==> src/rtl/axi_4k_rd_master_if.sv <==
// axi_4k_rd_master_if: AXI4 read-address and read-data channels between a read master and its slave.
interface axi_4k_rd_master_if #(
    parameter int C_M_AXI_ID_WIDTH   = 1,
    parameter int C_M_AXI_ADDR_WIDTH = 32,
    parameter int C_M_AXI_DATA_WIDTH = 128
);
    logic [C_M_AXI_ID_WIDTH-1:0]   arid;
    logic [C_M_AXI_ADDR_WIDTH-1:0] araddr;
    logic [7:0]                    arlen;
    logic [2:0]                    arsize;
    logic [1:0]                    arburst;
    logic                          arlock;
    logic [3:0]                    arcache;
    logic [2:0]                    arprot;
    logic [3:0]                    arqos;
    logic                          aruser;
    logic                          arvalid;
    logic                          arready;
    logic [C_M_AXI_ID_WIDTH-1:0]   rid;
    logic [C_M_AXI_DATA_WIDTH-1:0] rdata;
    logic [1:0]                    rresp;
    logic                          rlast;
    logic                          rvalid;
    logic                          rready;

    modport master (
        output arid, araddr, arlen, arsize, arburst, arlock, arcache, arprot, arqos, aruser, arvalid, rready,
        input  arready, rid, rdata, rresp, rlast, rvalid
    );

    modport slave (
        input  arid, araddr, arlen, arsize, arburst, arlock, arcache, arprot, arqos, aruser, arvalid, rready,
        output arready, rid, rdata, rresp, rlast, rvalid
    );
endinterface

==> src/rtl/axi_4k_rd_master.sv <==
// axi_4k_rd_master: splits one linear read command into INCR bursts that never cross 4 KB.
// Define AXI_RD_PIPE_EN to let up to two bursts be outstanding at once.
module axi_4k_rd_master #(
    parameter int C_M_AXI_ID_WIDTH   = 1,
    parameter int C_M_AXI_ADDR_WIDTH = 32,
    parameter int C_M_AXI_DATA_WIDTH = 128,
    parameter int C_MAX_BURST_LEN    = 16,
    parameter int C_LEN_WIDTH        = 16
) (
    input  logic                          M_AXI_ACLK,
    input  logic                          M_AXI_ARESETN,
    input  logic                          cmd_valid,
    output logic                          cmd_ready,
    input  logic [C_M_AXI_ADDR_WIDTH-1:0] cmd_addr,
    input  logic [C_LEN_WIDTH-1:0]        cmd_beats,
    output logic [C_M_AXI_DATA_WIDTH-1:0] rd_data,
    output logic                          rd_valid,
    input  logic                          rd_ready,
    output logic                          rd_last,
    output logic                          done,
    output logic                          err,
    axi_4k_rd_master_if.master            m_axi
);
    localparam int BYTES = C_M_AXI_DATA_WIDTH / 8;
    localparam int SZ    = $clog2(BYTES);

    typedef enum logic [1:0] {IDLE, AR, R, DONE} state_t;

    state_t                        state, state_nx;
    logic [C_M_AXI_ADDR_WIDTH-1:0] addr;
    logic [C_LEN_WIDTH-1:0]        remaining;
    logic [12:0]                   room, cap, beats;
    logic                          ar_hs, r_hs, last_hs, rem_zero, r_active, ar_want;
    logic                          unused_ok;
`ifdef AXI_RD_PIPE_EN
    logic [1:0]                    outstanding, outstanding_nx;
`endif

    // Burst length is the smallest of what is left, the burst cap and the room before the next 4 KB page.
    assign room     = (13'd4096 - {1'b0, addr[11:0]}) >> SZ;
    assign cap      = (32'(remaining) > C_MAX_BURST_LEN) ? 13'(C_MAX_BURST_LEN) : 13'(remaining);
    assign beats    = (cap < room) ? cap : room;
    assign rem_zero = remaining == '0;
    assign ar_hs    = m_axi.arvalid && m_axi.arready;
    assign r_hs     = r_active && m_axi.rvalid && rd_ready;
    assign last_hs  = r_hs && m_axi.rlast;
    assign unused_ok = ^{m_axi.rid, m_axi.rresp[0]};

`ifdef AXI_RD_PIPE_EN
    assign outstanding_nx = outstanding + 2'(ar_hs) - 2'(last_hs);
    assign r_active       = outstanding != 2'd0;
    assign ar_want        = state == AR && !rem_zero && outstanding != 2'd2;

    always_ff @(posedge M_AXI_ACLK or negedge M_AXI_ARESETN)
        if (!M_AXI_ARESETN) outstanding <= 2'd0;
        else outstanding <= outstanding_nx;
`else
    assign r_active = state == R;
    assign ar_want  = state == AR;
`endif

    always_ff @(posedge M_AXI_ACLK or negedge M_AXI_ARESETN)
        if (!M_AXI_ARESETN) state <= IDLE;
        else state <= state_nx;

    always_comb begin
        state_nx = state;
        case (state)
            IDLE:    if (cmd_valid) state_nx = (cmd_beats == '0) ? DONE : AR;
`ifdef AXI_RD_PIPE_EN
            AR:      if (rem_zero && outstanding_nx == 2'd0) state_nx = DONE;
`else
            AR:      if (ar_hs) state_nx = R;
            R:       if (last_hs) state_nx = rem_zero ? DONE : AR;
`endif
            DONE:    state_nx = IDLE;
            default: state_nx = state;
        endcase
    end

    always_comb begin
        cmd_ready     = state == IDLE;
        done          = state == DONE;
        rd_valid      = r_active && m_axi.rvalid;
        rd_data       = m_axi.rdata;
        m_axi.rready  = r_active && rd_ready;
        m_axi.arvalid = ar_want;
        m_axi.araddr  = addr;
        m_axi.arlen   = (beats == 13'd0) ? 8'd0 : 8'(beats - 13'd1);
        m_axi.arsize  = 3'(SZ);
        m_axi.arburst = 2'b01;
        m_axi.arcache = 4'b0011;
        m_axi.arid    = '0;
        m_axi.arlock  = 1'b0;
        m_axi.arprot  = 3'b000;
        m_axi.arqos   = 4'b0000;
        m_axi.aruser  = 1'b0;
`ifdef AXI_RD_PIPE_EN
        rd_last       = r_active && m_axi.rlast && rem_zero && outstanding == 2'd1;
`else
        rd_last       = r_active && m_axi.rlast && rem_zero;
`endif
    end

    always_ff @(posedge M_AXI_ACLK or negedge M_AXI_ARESETN)
        if (!M_AXI_ARESETN) begin
            addr      <= '0;
            remaining <= '0;
            err       <= 1'b0;
        end else begin
            if (cmd_valid && cmd_ready) begin
                addr      <= cmd_addr & ~C_M_AXI_ADDR_WIDTH'(BYTES - 1);
                remaining <= cmd_beats;
                err       <= 1'b0;
            end
            if (ar_hs) begin
                addr      <= addr + (C_M_AXI_ADDR_WIDTH'(beats) << SZ);
                remaining <= remaining - C_LEN_WIDTH'(beats);
            end
            if (r_hs && m_axi.rresp[1]) err <= 1'b1;
        end
endmodule
==> src/flat_wrapper.sv <==
// flat-port wrapper written by rule: the top's interface ports become plain ports
module axi_4k_rd_master_flat 
#(
    parameter int C_M_AXI_ID_WIDTH   = 1,
    parameter int C_M_AXI_ADDR_WIDTH = 32,
    parameter int C_M_AXI_DATA_WIDTH = 128,
    parameter int C_MAX_BURST_LEN    = 16,
    parameter int C_LEN_WIDTH        = 16
)
  (M_AXI_ACLK, M_AXI_ARESETN, cmd_valid, cmd_ready, cmd_addr, cmd_beats, rd_data, rd_valid, rd_ready, rd_last, done, err, m_axi_arid, m_axi_araddr, m_axi_arlen, m_axi_arsize, m_axi_arburst, m_axi_arlock, m_axi_arcache, m_axi_arprot, m_axi_arqos, m_axi_aruser, m_axi_arvalid, m_axi_rready, m_axi_arready, m_axi_rid, m_axi_rdata, m_axi_rresp, m_axi_rlast, m_axi_rvalid);
  axi_4k_rd_master_if #(.C_M_AXI_ID_WIDTH(C_M_AXI_ID_WIDTH), .C_M_AXI_ADDR_WIDTH(C_M_AXI_ADDR_WIDTH), .C_M_AXI_DATA_WIDTH(C_M_AXI_DATA_WIDTH)) m_axi_i ();
  input  logic M_AXI_ACLK;
  input  logic M_AXI_ARESETN;
  input  logic cmd_valid;
  output logic cmd_ready;
  input  logic [C_M_AXI_ADDR_WIDTH-1:0] cmd_addr;
  input  logic [C_LEN_WIDTH-1:0] cmd_beats;
  output logic [C_M_AXI_DATA_WIDTH-1:0] rd_data;
  output logic rd_valid;
  input  logic rd_ready;
  output logic rd_last;
  output logic done;
  output logic err;
  output wire logic [$bits(m_axi_i.arid)-1:0] m_axi_arid;
  output wire logic [$bits(m_axi_i.araddr)-1:0] m_axi_araddr;
  output wire logic [$bits(m_axi_i.arlen)-1:0] m_axi_arlen;
  output wire logic [$bits(m_axi_i.arsize)-1:0] m_axi_arsize;
  output wire logic [$bits(m_axi_i.arburst)-1:0] m_axi_arburst;
  output wire logic [$bits(m_axi_i.arlock)-1:0] m_axi_arlock;
  output wire logic [$bits(m_axi_i.arcache)-1:0] m_axi_arcache;
  output wire logic [$bits(m_axi_i.arprot)-1:0] m_axi_arprot;
  output wire logic [$bits(m_axi_i.arqos)-1:0] m_axi_arqos;
  output wire logic [$bits(m_axi_i.aruser)-1:0] m_axi_aruser;
  output wire logic [$bits(m_axi_i.arvalid)-1:0] m_axi_arvalid;
  output wire logic [$bits(m_axi_i.rready)-1:0] m_axi_rready;
  input wire logic [$bits(m_axi_i.arready)-1:0] m_axi_arready;
  input wire logic [$bits(m_axi_i.rid)-1:0] m_axi_rid;
  input wire logic [$bits(m_axi_i.rdata)-1:0] m_axi_rdata;
  input wire logic [$bits(m_axi_i.rresp)-1:0] m_axi_rresp;
  input wire logic [$bits(m_axi_i.rlast)-1:0] m_axi_rlast;
  input wire logic [$bits(m_axi_i.rvalid)-1:0] m_axi_rvalid;
  assign m_axi_arid = m_axi_i.arid;
  assign m_axi_araddr = m_axi_i.araddr;
  assign m_axi_arlen = m_axi_i.arlen;
  assign m_axi_arsize = m_axi_i.arsize;
  assign m_axi_arburst = m_axi_i.arburst;
  assign m_axi_arlock = m_axi_i.arlock;
  assign m_axi_arcache = m_axi_i.arcache;
  assign m_axi_arprot = m_axi_i.arprot;
  assign m_axi_arqos = m_axi_i.arqos;
  assign m_axi_aruser = m_axi_i.aruser;
  assign m_axi_arvalid = m_axi_i.arvalid;
  assign m_axi_rready = m_axi_i.rready;
  assign m_axi_i.arready = m_axi_arready;
  assign m_axi_i.rid = m_axi_rid;
  assign m_axi_i.rdata = m_axi_rdata;
  assign m_axi_i.rresp = m_axi_rresp;
  assign m_axi_i.rlast = m_axi_rlast;
  assign m_axi_i.rvalid = m_axi_rvalid;
  axi_4k_rd_master #(.C_M_AXI_ID_WIDTH(C_M_AXI_ID_WIDTH), .C_M_AXI_ADDR_WIDTH(C_M_AXI_ADDR_WIDTH), .C_M_AXI_DATA_WIDTH(C_M_AXI_DATA_WIDTH), .C_MAX_BURST_LEN(C_MAX_BURST_LEN), .C_LEN_WIDTH(C_LEN_WIDTH)) u_core (.M_AXI_ACLK(M_AXI_ACLK), .M_AXI_ARESETN(M_AXI_ARESETN), .cmd_valid(cmd_valid), .cmd_ready(cmd_ready), .cmd_addr(cmd_addr), .cmd_beats(cmd_beats), .rd_data(rd_data), .rd_valid(rd_valid), .rd_ready(rd_ready), .rd_last(rd_last), .done(done), .err(err), .m_axi(m_axi_i));
endmodule
==> config.mk <==
export PLATFORM = sky130hd
export DESIGN_NAME = axi_4k_rd_master_flat
export DESIGN_NICKNAME = d
export VERILOG_FILES = /design/src/rtl/axi_4k_rd_master_if.sv /design/src/rtl/axi_4k_rd_master.sv /design/src/flat_wrapper.sv
export SDC_FILE = /design/constraint.sdc
export NUM_CORES = 1
export LEC_CHECK = 0
export BUFFER_PORTS_ARGS = -buffer_cell sky130_fd_sc_hd__buf_2
export CAP_MARGIN = 5
export CELL_PAD_IN_SITES_DETAIL_PLACEMENT = 0
export CELL_PAD_IN_SITES_GLOBAL_PLACEMENT = 1
export CORE_AREA = 3 3 145 147
export CTS_CLUSTER_SIZE = 14
export DETAILED_ROUTE_END_ITERATION = 6
export DIE_AREA = 0 0 148 150
export PLACE_DENSITY = 0.86
export SLEW_MARGIN = 0
export SYNTH_ARGS = -nofsm -noshare
export SYNTH_HDL_FRONTEND = slang
export SYNTH_SLANG_ARGS = --single-unit
==> constraint.sdc <==
create_clock -name M_AXI_ACLK -period 14.8 [get_ports M_AXI_ACLK]
set_input_delay 1.48 -clock M_AXI_ACLK [delete_from_list [all_inputs] [get_ports M_AXI_ACLK]]
set_output_delay 1.48 -clock M_AXI_ACLK [all_outputs]
set_load 0.01 [all_outputs]
# --- Word level (Yosys, flattened, before mapping) ---
# Index checks and enable logic that the tools add are counted.
op_classes:
  n_eq_ne: 6
  magnitude_cmp: 2
  reduce_logical: 16
  n_mux: 15
  n_addsub: 4
op_table:
  columns: ["op", "count"]
  rows:
  - ["$mux 32", 2]
  - ["$add 32x17->32", 1]
  - ["$logic_not 16->1", 2]
  - ["$mux 16", 2]
  - ["$mux 13", 2]
  - ["$gt 16x5->1 const B", 1]
  - ["$sub 16x13->16", 1]
  - ["$logic_not 13->1", 1]
  - ["$lt 13x9->1", 1]
  - ["$sub 13x12->13 const A", 1]
  - ["$mux 2", 5]
  - ["$logic_and 1x1->1", 9]
  - ["$mux 8", 1]
  - ["$pmux 2 s4", 1]
  - ["$sub 8x1->8 const B", 1]
  - ["$eq 2x2->1 const B", 2]
  - ["$ne 2x2->1 const B", 2]
  - ["$reduce_bool 2->1", 2]
  - ["$reduce_and 3->1", 1]
  - ["$eq 2x1->1 const B", 1]
  - ["$logic_not 2->1", 1]
  - ["$mux 1", 2]
  - ["$ne 2x1->1 const B", 1]
word_totals:
  ff_bits: 51
  out_inout_bits: 194
  input_bits: 186
  wordCells: 47

# --- Longest topological paths before layout ---
# Gate-level depths: netlist of the first run.
logic_depth:
  depth_word: 6
  mapped_depth: 23
  ltp_nobuf: 21

# --- Worst setup path before layout of the first run ---
# Ideal clock, no wire load.
synth_path:
  path_kind: "register to output"
  from: "reg u_core.addr[4] (netlist: u_core.m_axi.araddr[4])"
  to: "out m_axi_arlen[2]"
  t_arrival_ns: 3.772
  path_slack_ns: 9.548
  t_required_ns: 13.320
  path_stages_with_launch: 16
  n_path_buf: 1
  path_cell_list: "dfrtp_1 inv_1 ha_1 or3b_4 or3_4 or3_1 ha_1 nor2_1 a21oi_4 buf_4 o31ai_1 inv_1 ha_1 nand2_1 and2b_1 nor2_1"
synth_between:
  elab_chain_cells: 5
  elab_cells_between_ends: 6
  cone_classes: "2 x add/sub; 1 x order compare; 2 x mux; 1 x reduce/logical"
synth_rtl:
  columns: ["item", "line", "rtl"]
  rows:
  - ["from (decl)", "axi_4k_rd_master.sv:30", "logic [C_M_AXI_ADDR_WIDTH-1:0] addr;"]
  - ["from (signal assigned)", "axi_4k_rd_master.sv:112", "addr <= cmd_addr & ~C_M_AXI_ADDR_WIDTH'(BYTES - 1);"]
  - ["from (signal assigned)", "axi_4k_rd_master.sv:117", "addr <= addr + (C_M_AXI_ADDR_WIDTH'(beats) << SZ);"]
  - ["$sub 13x12->13 (*)", "axi_4k_rd_master.sv:40", "assign room = (13'd4096 - {1'b0, addr[11:0]}) >> SZ;"]
  - ["$lt 13x9->1", "axi_4k_rd_master.sv:42", "assign beats = (cap < room) ? cap : room;"]
  - ["$mux 13 (*)", "axi_4k_rd_master.sv:42", null]
  - ["$sub 8x1->8 or $logic_not 13->1 (tied branches)", "axi_4k_rd_master.sv:89", "m_axi.arlen = (beats == 13'd0) ? 8'd0 : 8'(beats - 13'd1);"]
  - ["$mux 8 (*)", "axi_4k_rd_master.sv:89", null]
  - ["to (decl)", "flat_wrapper.sv:26", "output wire logic [$bits(m_axi_i.arlen)-1:0] m_axi_arlen;"]
# Mark *: on every way between the ends. The rest lies on a longest branch, timed or not.

# --- Worst setup path in the final report of the first run ---
layout_path:
  from: "reg u_core.addr[4] (netlist: u_core.m_axi.araddr[4])"
  to: "out m_axi_arlen[0]"
# The elaborated chain is that of the path after synthesis.

==> results of run 1 <==
[through the flow]
step           instances  area (um^2)  setup slack (ns)  utilization [%]  power, mW
6_report             906         5339             8.681            26.64      1.307
5_1_grt              906         5339             8.365            26.64      1.443
4_1_cts              906         5339             8.675            26.64      1.317
2_1_floorplan        698         5542             9.548                -     0.9630
3_5_place_dp         898         5184             8.917            25.87      1.183
3_3_place_gp         898         5184             8.949            25.87      1.171
[metal layers]
metal | GRT usage (%) | up-vias | part of all wire [%]
met5 | 0 | - | 0
met4 | 7.252 | 0 | 4.1
met3 | 3.422 | 55 | 6.4
met2 | 22.56 | 182 | 47
met1 | 15.72 | 2109 | 42
li1 | - | 2111 | -
[critical path, stage by stage (launching register included)]
cell	delay [ns]
dfrtp_1	0.50
inv_1	0.22
ha_1	0.17
or3b_4	0.40
or3_4	0.39
xnor2_4	0.21
ha_1	0.17
and3_1	0.17
o211ai_2	0.11
a21oi_4	0.45
mux2_2	0.51
inv_1	0.11
ha_1	0.22
nand2_1	0.13
and2b_1	0.32
nor2_1	0.08
buf_2	0.17
[cells in the final DEF, fill, tap and decap left out, types with 9 or more instances in the layout]
| cell type | count |
|---|---|
| buf_2 | 94 |
| nand2_1 | 51 |
| nor2_1 | 49 |
| dfrtp_1 | 47 |
| ha_1 | 37 |
| conb_1 | 35 |
| o21ai_0 | 31 |
| inv_1 | 26 |
| a21oi_1 | 22 |
| a211oi_1 | 19 |
| xnor2_1 | 13 |
| a22oi_1 | 13 |
| xor2_1 | 12 |
| nor3_1 | 11 |
| o22ai_1 | 10 |
| nand3_1 | 10 |
| nand2b_1 | 9 |
[how the worst max path moves through the flow]
stage / start / to / slack [ns]
global placement: u_core.m_axi.araddr[4] / u_core.m_axi.araddr[24] / 8.95
global route: u_core.m_axi.araddr[4] / m_axi_arlen[0] / 8.37
CTS: u_core.m_axi.araddr[4] / m_axi_arlen[0] / 8.68
finish: u_core.m_axi.araddr[4] / m_axi_arlen[0] / 8.68
detailed placement: u_core.m_axi.araddr[4] / u_core.m_axi.araddr[24] / 8.92
floorplan: u_core.m_axi.araddr[4] / m_axi_arlen[2] / 9.55
[state kept, by name, summed over array words and instances, names as in the netlist]
signal	flops
u_core.state	2
u_core.err	1
u_core.m_axi.araddr	28
u_core.remaining	16
[power groups by stage]
stage | sequential [mW] | clock [mW] | combinational, mW
after floorplan | 0.273 | 0 | 0.690
final | 0.281 | 0.125 | 0.901
after global routing | 0.294 | 0.135 | 1.01
after detailed placement | 0.282 | 0 | 0.901
after CTS | 0.280 | 0.130 | 0.906
after global placement | 0.280 | 0 | 0.891
[kinds of logic after synthesis]
| kind of cell | synth area share, % |
|---|---|
| buffers and inverters | 24.16 |
| other | 0.1386 |
| flip-flops | 21.71 |
| XOR/XNOR | 4.550 |
| multiplexers | 1.940 |
| AO/OA/AOI/OAI | 21.39 |
| adder cells (fa/ha/maj) | 9.284 |
| AND/OR/NAND/NOR | 16.84 |
[final cells by class]
type	count	area [um^2]
Clock inverter	2	16.27
Multi-Input combinational cell	455	3057
Inverter	26	97.59
Fill cell	2244	14700
Clock buffer	6	138.9
Timing Repair Buffer	100	515.5
Tap cell	270	337.8
Sequential cell	47	1176
==> flow_summary.yaml, run 1 <==
clock_network:
  cts_tree: "done"
  clock_latency_ns: 0.30
  cts_buffer_depth: 2
  cts_buffers: 5
  clock-sinks: 47
  cts_hold_buf: 0
  clk_pin_slew_ns: 0.08
  cts_max_level: 2
  post_cts_buffers: 0
  cts.repair.resized: 0
  cts_root_buf: "clkbuf_16"
yosys:
  yosysTopAreaCell: "dfrtp_1"
  synth.most_common_cell: "buf_4"
  ys.flop_type: "dfrtp_1"
  synth_cells: 665
  synth.distinct_cells: 65
  yosys_warnings: 0
  syn_avg_cell_area_um2: 8.147
  synth-edff-count: 0
  seq_area_frac_synth_pct: 21.71
  synthTopCellsByArea: "dfrtp_1 (22%), buf_4 (21%), ha_1 (8.5%)"
  synthArstFlopShare_pct: 100.0
  syn_area_mm2: 0.005418
  ys_ff_latch: 47
  synthTopCellsByCount: "buf_4 (152), nand2_1 (51), nor2_1 (49)"
  synth_top_area_share_pct: 21.71
run_status:
  status: "finished, final reports clean"
power:
  p_sw_mw: 0.6721
  p_comb_share_pct: 68.9
  pwr-share-clk_pct: 9.6
  power_leakage_nw: 2.441
  vdd_drop_max_uv: 56.42
  power.internal_mw: 0.6352
  p_sw_share_pct: 51.41
  p_per_area_mw_per_mm2: 244.9
  power_frac_seq_pct: 21.5
die:
  die_y_um: 150
  die_area_mm2: 0.02220
  initial_utilization_pct: 27.04
  core_area_mm2: 0.02004
  num_io_pins: 380
  rows: 52
  die_w_um: 148
timing:
  rsz0062_at_grt: "false"
  whs_ns: 0.5103
  fmax_mhz: 163.4
  slew_headroom_pct: 51.70
  worstMarginPinSlew_ns: 0.7043
  clock_skew_ns: 0.01098
  drv_slew: 0
  period_minus_slack_ns: 6.119
  hold_viol: 0
  setup_viol: 0
  post-route-period-util_pct: 41.34
  fin_setup_tns_ns: 0
global_route:
  grt_max_degree: 48
  grt_pass1_wl_um: 23540
  overflow: 0
  antenna_found_initial: 0
  first_global_vias: 4392
  track_usage_pct: 13.43
flow_run:
  max_cap_viol_count: 0
routing:
  antenna_left: 0
  wire_per_inst_um: 16.67
  drt-initial-drc-count: 161
  drt-vias-per-instance: 4.919
  vias: 4457
  drc: 0
  drtPass1Iterations: 6
  drt_wl_total_um: 15100
worst_setup_path:
  ff2ff_setup_slack_ns: 8.92
  r2r_start: "u_core.m_axi.araddr[4]"
  worstSetupStartpointType: "register"
  crit_path_max_fanout: 15
  arrival_ns: 4.64
  r2r_cells: 19
  r2r_end: "u_core.m_axi.araddr[24]"
  required_ns: 13.32
  end_kind: "output port"
  path_class: "register to output port"
worst_hold_path:
  hp-class: "register to register"
  min_to: "u_core.err"
  hp-start: "u_core.err"
  holdPathStages: 1
final_layout:
  diodes: 0
  syn2layout_area_growth_pct: -1.455
  drive_above_1_share_pct: 20.44
  layout.nets: 860
placed_design:
  dp_hpwl_um: 11550
  place_congestion: 0.8457
  io_buffers: 94
Note: power is estimated with default switching activity, not from simulation.
==> run 2: changes to the inputs <==
clock period = 5.66 ns   (was 14.8 ns; I/O delays follow)
==> run 2 against run 1 <==
Sequential share of layout area decreased by 0.54 points; clock skew down 0.0068 ns; die area unchanged; critical path type is now register to register; sequential power grew to 2.6 times the previous value; combinational power increased to 2.8 times the previous value.
==> flow_summary.yaml, run 2 (synthesized netlist as in run 1, its figures left out) <==
worst_setup_path:
  r2r_end: "u_core.remaining[15]"
  worstSetupEndpoint: "u_core.remaining[15]"
  crit_path_max_fanout: 11
  arrival_ns: 5.45
  required_ns: 5.86
  r2r_cells: 21
  ff2ff_setup_slack_ns: 0.40
  path_class: "register to register"
  startpoint: "u_core.m_axi.araddr[4]"
  r2r_start: "u_core.m_axi.araddr[4]"
  end_kind: "register"
  worstSetupStartpointType: "register"
final_layout:
  multiInputGateArea_mm2: 0.003069
  final_cell_mix: "buf_2 (94), nand2_1 (51), nor2_1 (49)"
  final-seq-area_mm2: 0.001176
  num-fill-cells: 2242
  syn2layout_area_growth_pct: 1.016
  drive_above_1_share_pct: 22.78
  fin_util_pct: 27.31
  layout_commonest_cell: "buf_2"
  diodes: 0
  layout.nets: 878
  largest_reg_flops: 28
global_route:
  grt_max_degree: 48
  first_global_vias: 4424
  overflow: 0
  grt_pass1_wl_um: 23850
  antenna_found_initial: 0
  track_usage_pct: 13.58
clock_network:
  cts_root_buf: "clkbuf_16"
  cts_buffer_depth: 2
  cts_tree: "done"
  cts_max_level: 2
  clk_pin_slew_ns: 0.07
  clock-sinks: 47
  clock_latency_ns: 0.29
  cts_buffers: 5
timing:
  worstMarginPinSlew_ns: 0.6924
  drv_slew: 0
  slew_headroom_pct: 53.84
  clock_skew_ns: 0.004230
  period_minus_slack_ns: 5.256
  post-route-period-util_pct: 92.86
  fmax_mhz: 190.3
  whs_ns: 0.4000
  hold_viol: 0
  setup_viol: 0
die:
  rows: 52
  die_y_um: 150
  die_area_mm2: 0.02220
  initial_utilization_pct: 27.04
  num_io_pins: 380
  die_w_um: 148
  core_area_mm2: 0.02004
power:
  vdd_drop_max_uv: 156.6
  p_per_area_mw_per_mm2: 642.1
  total_power_mw: 3.514
  power_leakage_nw: 2.525
placed_design:
  io_buffers: 94
  dp_hpwl_um: 11680
  place_congestion: 0.8093
flow_run:
  max_cap_viol_count: 0
run_status:
  status: "finished, final reports clean"
routing:
  vias: 4461
  drtPass1Iterations: 5
  drc: 0
  drt-vias-per-instance: 4.828
  drt_wl_total_um: 15280
  drt-initial-drc-count: 204
  wire_per_inst_um: 16.54
  antenna_left: 0
worst_hold_path:
  hp-class: "primary input to async pin"
-- run 2: cell count changes in the layout (fill, tap and decap cells not counted), sizes merged --
cell	before	now
buf	100	118
-- run 2: worst min path at each step --
stage | start | end | slack, ns | depth (start not counted)
2_1_floorplan | M_AXI_ARESETN | u_core.err | 0.27 | 0
3_3_place_gp | u_core.err | u_core.err | 0.48 | 1
3_5_place_dp | u_core.err | u_core.err | 0.49 | 1
4_1_cts | M_AXI_ARESETN | u_core.m_axi.araddr[17] | 0.42 | 2
5_1_grt | M_AXI_ARESETN | u_core.m_axi.araddr[18] | 0.44 | 2
6_report | M_AXI_ARESETN | u_core.m_axi.araddr[17] | 0.40 | 2
-- run 2: metrics by stage --
step	instance area, um^2	cells	TNS [ns]	setup WS (ns)
2_1_floorplan	5542	698	0	0.5373
3_3_place_gp	5274	910	0	0.3236
3_5_place_dp	5274	910	0	0.2959
4_1_cts	5415	918	0	0.2624
5_1_grt	5473	924	-0.03009	-0.01355
6_report	5473	924	0	0.4039
-- run 2: final cells by class --
class | count | area share (%)
flip-flops and latches | 47 | 21.49
clock buffers | 6 | 2.355
clock inverters | 2 | 0.2286
inverters | 26 | 1.783
multi-input cells | 455 | 56.08
repair buffers | 118 | 11.89
well taps | 270 | 6.173
-- run 2: layer usage --
metal  vias to the layer above  GRT usage, %  routed length [um]
li1                       2156             -                   -
met1                      2079         16.34                6606
met2                       170         23.09                7243
met3                        56         3.059                 865
met4                         0         6.282                 564
met5                         -             0                   0
-- run 2: what timing repair did --
action / in CTS / in global routing
gates resized for setup: 0 / 2
hold buffers: 0 / 0
setup buffers: 0 / 6
endpoints found under the setup margin: 0 / 9
-- run 2: power breakdown --
group          internal [mW]  switching (mW)  total, mW
clock                  0.164           0.140      0.304
sequential             0.506           0.217      0.723
combinational           1.07            1.42       2.49
-- run 2: critical path, cell delays in order (launching register included) --
cell and delay [ns]:
dfrtp_1 0.38, inv_1 0.15, ha_1 0.17, or3b_4 0.40, or3_4 0.39, xnor2_4 0.19
ha_1 0.16, and3_1 0.17, o211ai_2 0.11, a21oi_4 0.35, mux2_2 0.43, buf_4 0.18
inv_1 0.08, ha_1 0.22, nand2b_1 0.09, a21oi_1 0.12, o211ai_2 0.20, a21oi_1 0.13
o311a_1 0.39, o21a_1 0.22, or4_1 0.41, a211oi_1 0.23
==> run 3: changes to the inputs <==
RECOVER_POWER = 50   (was not set)
==> run 3 against run 2 <==
Setup slack improved by 0.0012 ns; sequential cell count unchanged; fmax about the same; sequential power about the same; first-iteration DRC count unchanged; routed wire length about the same; clock power about the same; clock-buffer cell count unchanged; highest routed layer unchanged; via count about the same; global-route usage unchanged; the flow now finishes with violations (capacitance limit, slew limit); design area about the same; cell count unchanged.
==> flow_summary.yaml, run 3 (synthesized netlist as in run 1, its figures left out) <==
clock_network:
  clock-sinks: 47
  clk_pin_slew_ns: 0.07
  cts_buffers: 5
  cts_buffer_depth: 2
  cts_root_buf: "clkbuf_16"
  clock_latency_ns: 0.29
  cts_tree: "done"
  cts_max_level: 2
die:
  core_area_mm2: 0.02004
  num_io_pins: 380
  rows: 52
  die_y_um: 150
  die_area_mm2: 0.02220
  initial_utilization_pct: 27.04
  die_w_um: 148
worst_setup_path:
  crit_path_max_fanout: 11
  required_ns: 5.83
  end_kind: "register"
  worstSetupStartpointType: "register"
  path_class: "register to register"
  arrival_ns: 5.43
  r2r_cells: 19
power:
  power_frac_seq_pct: 20.6
  power_leakage_nw: 2.522
  total_power_mw: 3.514
  p_per_area_mw_per_mm2: 642.5
  vdd_drop_max_uv: 156.6
  p_comb_share_pct: 70.8
  p_sw_share_pct: 50.56
  p_sw_mw: 1.777
  pwr-share-clk_pct: 8.7
  power.internal_mw: 1.737
final_layout:
  diodes: 0
  final-seq-area_mm2: 0.001176
  multiInputGateArea_mm2: 0.003069
  final_cell_mix: "buf_2 (94), nand2_1 (51), nor2_1 (49)"
  layout.nets: 878
  syn2layout_area_growth_pct: 0.9470
  drive_above_1_share_pct: 22.63
  num-fill-cells: 2244
  largest_reg_flops: 28
  layout_commonest_cell: "buf_2"
worst_hold_path:
  hp-class: "register to register"
  holdPathStages: 1
flow_run:
  max_cap_viol_count: 1
routing:
  antenna_left: 0
  drc: 0
  vias: 4459
  wire_per_inst_um: 16.53
  drtPass1Iterations: 5
  drt_wl_total_um: 15280
  drt-vias-per-instance: 4.826
  drt-initial-drc-count: 204
timing:
  slew_headroom_pct: -94.66
  fmax_mhz: 190.3
  hold_viol: 0
  drv_slew: 48
  period_minus_slack_ns: 5.255
  clock_skew_ns: 0.004083
  post-route-period-util_pct: 92.84
  setup_viol: 0
  worstMarginPinSlew_ns: 2.920
  whs_ns: 0.4990
placed_design:
  io_buffers: 94
  place_congestion: 0.8093
  dp_hpwl_um: 11680
global_route:
  grt_pass1_wl_um: 23850
  use_met3_pct: 3.059
  first_global_vias: 4424
  antenna_found_initial: 0
  grt_max_degree: 48
  grtUsageMet2_pct: 23.09
  grt-busiest-layer: "met2"
  track_usage_pct: 13.58
  overflow: 0
  grtUsageMet1_pct: 16.34
run_status:
  status: "complete, but fails checks"
  violations: "capacitance limit, slew limit"
-- run 3: cell types whose count changed in the layout (fill, tap and decap cells not counted) --
cell / previous run / this run
clkbuf_1: 1 / 2
buf_4: 24 / 23
-- run 3: final cells by class --
type,instances,area share [%]
Multi-Input combinational cell,455,56.12
Sequential cell,47,21.51
Tap cell,270,6.177
Timing Repair Buffer,118,11.83
Clock inverter,2,0.2288
Inverter,26,1.784
Clock buffer,6,2.356
-- run 3: critical path: stages (launching register included) --
cell,delay [ns]
dfrtp_1,0.38
inv_1,0.15
ha_1,0.17
or3b_4,0.40
or3_4,0.39
xnor2_4,0.19
ha_1,0.16
and3_1,0.17
o211ai_2,0.11
a21oi_4,0.35
mux2_2,0.43
ha_1,0.31
a211oi_1,0.30
o21ai_1,0.17
a2111oi_2,0.46
o311ai_1,0.22
a21oi_4,0.29
nor2_2,0.11
a311oi_1,0.29
nor3_1,0.08
-- run 3: stage by stage --
step           std cells  cell area [um^2]  TNS (ns)  setup slack [ns]  util, %
2_1_floorplan        698              5542         0            0.5373        -
3_3_place_gp         910              5274         0            0.3236    26.32
3_5_place_dp         910              5274         0            0.2959    26.32
4_1_cts              918              5415         0            0.2624    27.02
5_1_grt              924              5469  -0.03009          -0.01355    27.29
6_report             924              5469         0            0.4050    27.29
-- run 3: what timing repair did --
action | CTS | global route
buffers inserted | 0 | 6
setup endpoints to repair | 0 | 9
resized for setup | 0 | 2
hold buffers | 0 | 0
-- run 3: worst paths after layout --
kind                                        start                       to  slack [ns]
hold / removal                         u_core.err               u_core.err        0.50
max in group asynchronous           M_AXI_ARESETN      u_core.remaining[2]        2.69
min in group asynchronous           M_AXI_ARESETN  u_core.m_axi.araddr[17]        1.32
setup / recovery           u_core.m_axi.araddr[4]  u_core.m_axi.araddr[25]        0.41
setup reg to reg           u_core.m_axi.araddr[4]  u_core.m_axi.araddr[25]        0.41
hold reg to reg                        u_core.err               u_core.err        0.50
-- run 3: power by group through the flow --
stage / Combinational, mW / Clock [mW] / Sequential, mW
floorplan: 1.80 / 0 / 0.714
global placement: 2.42 / 0 / 0.716
detailed placement: 2.46 / 0 / 0.722
CTS: 2.47 / 0.323 / 0.717
global route: 2.80 / 0.339 / 0.755
finish: 2.49 / 0.304 / 0.723
-- run 3: routing by layer --
metal  part of all wire, %  wire [um]
met3                   5.5        839
met2                    47       7229
met1                    43       6642
met5                     0          0
met4                   3.7        564
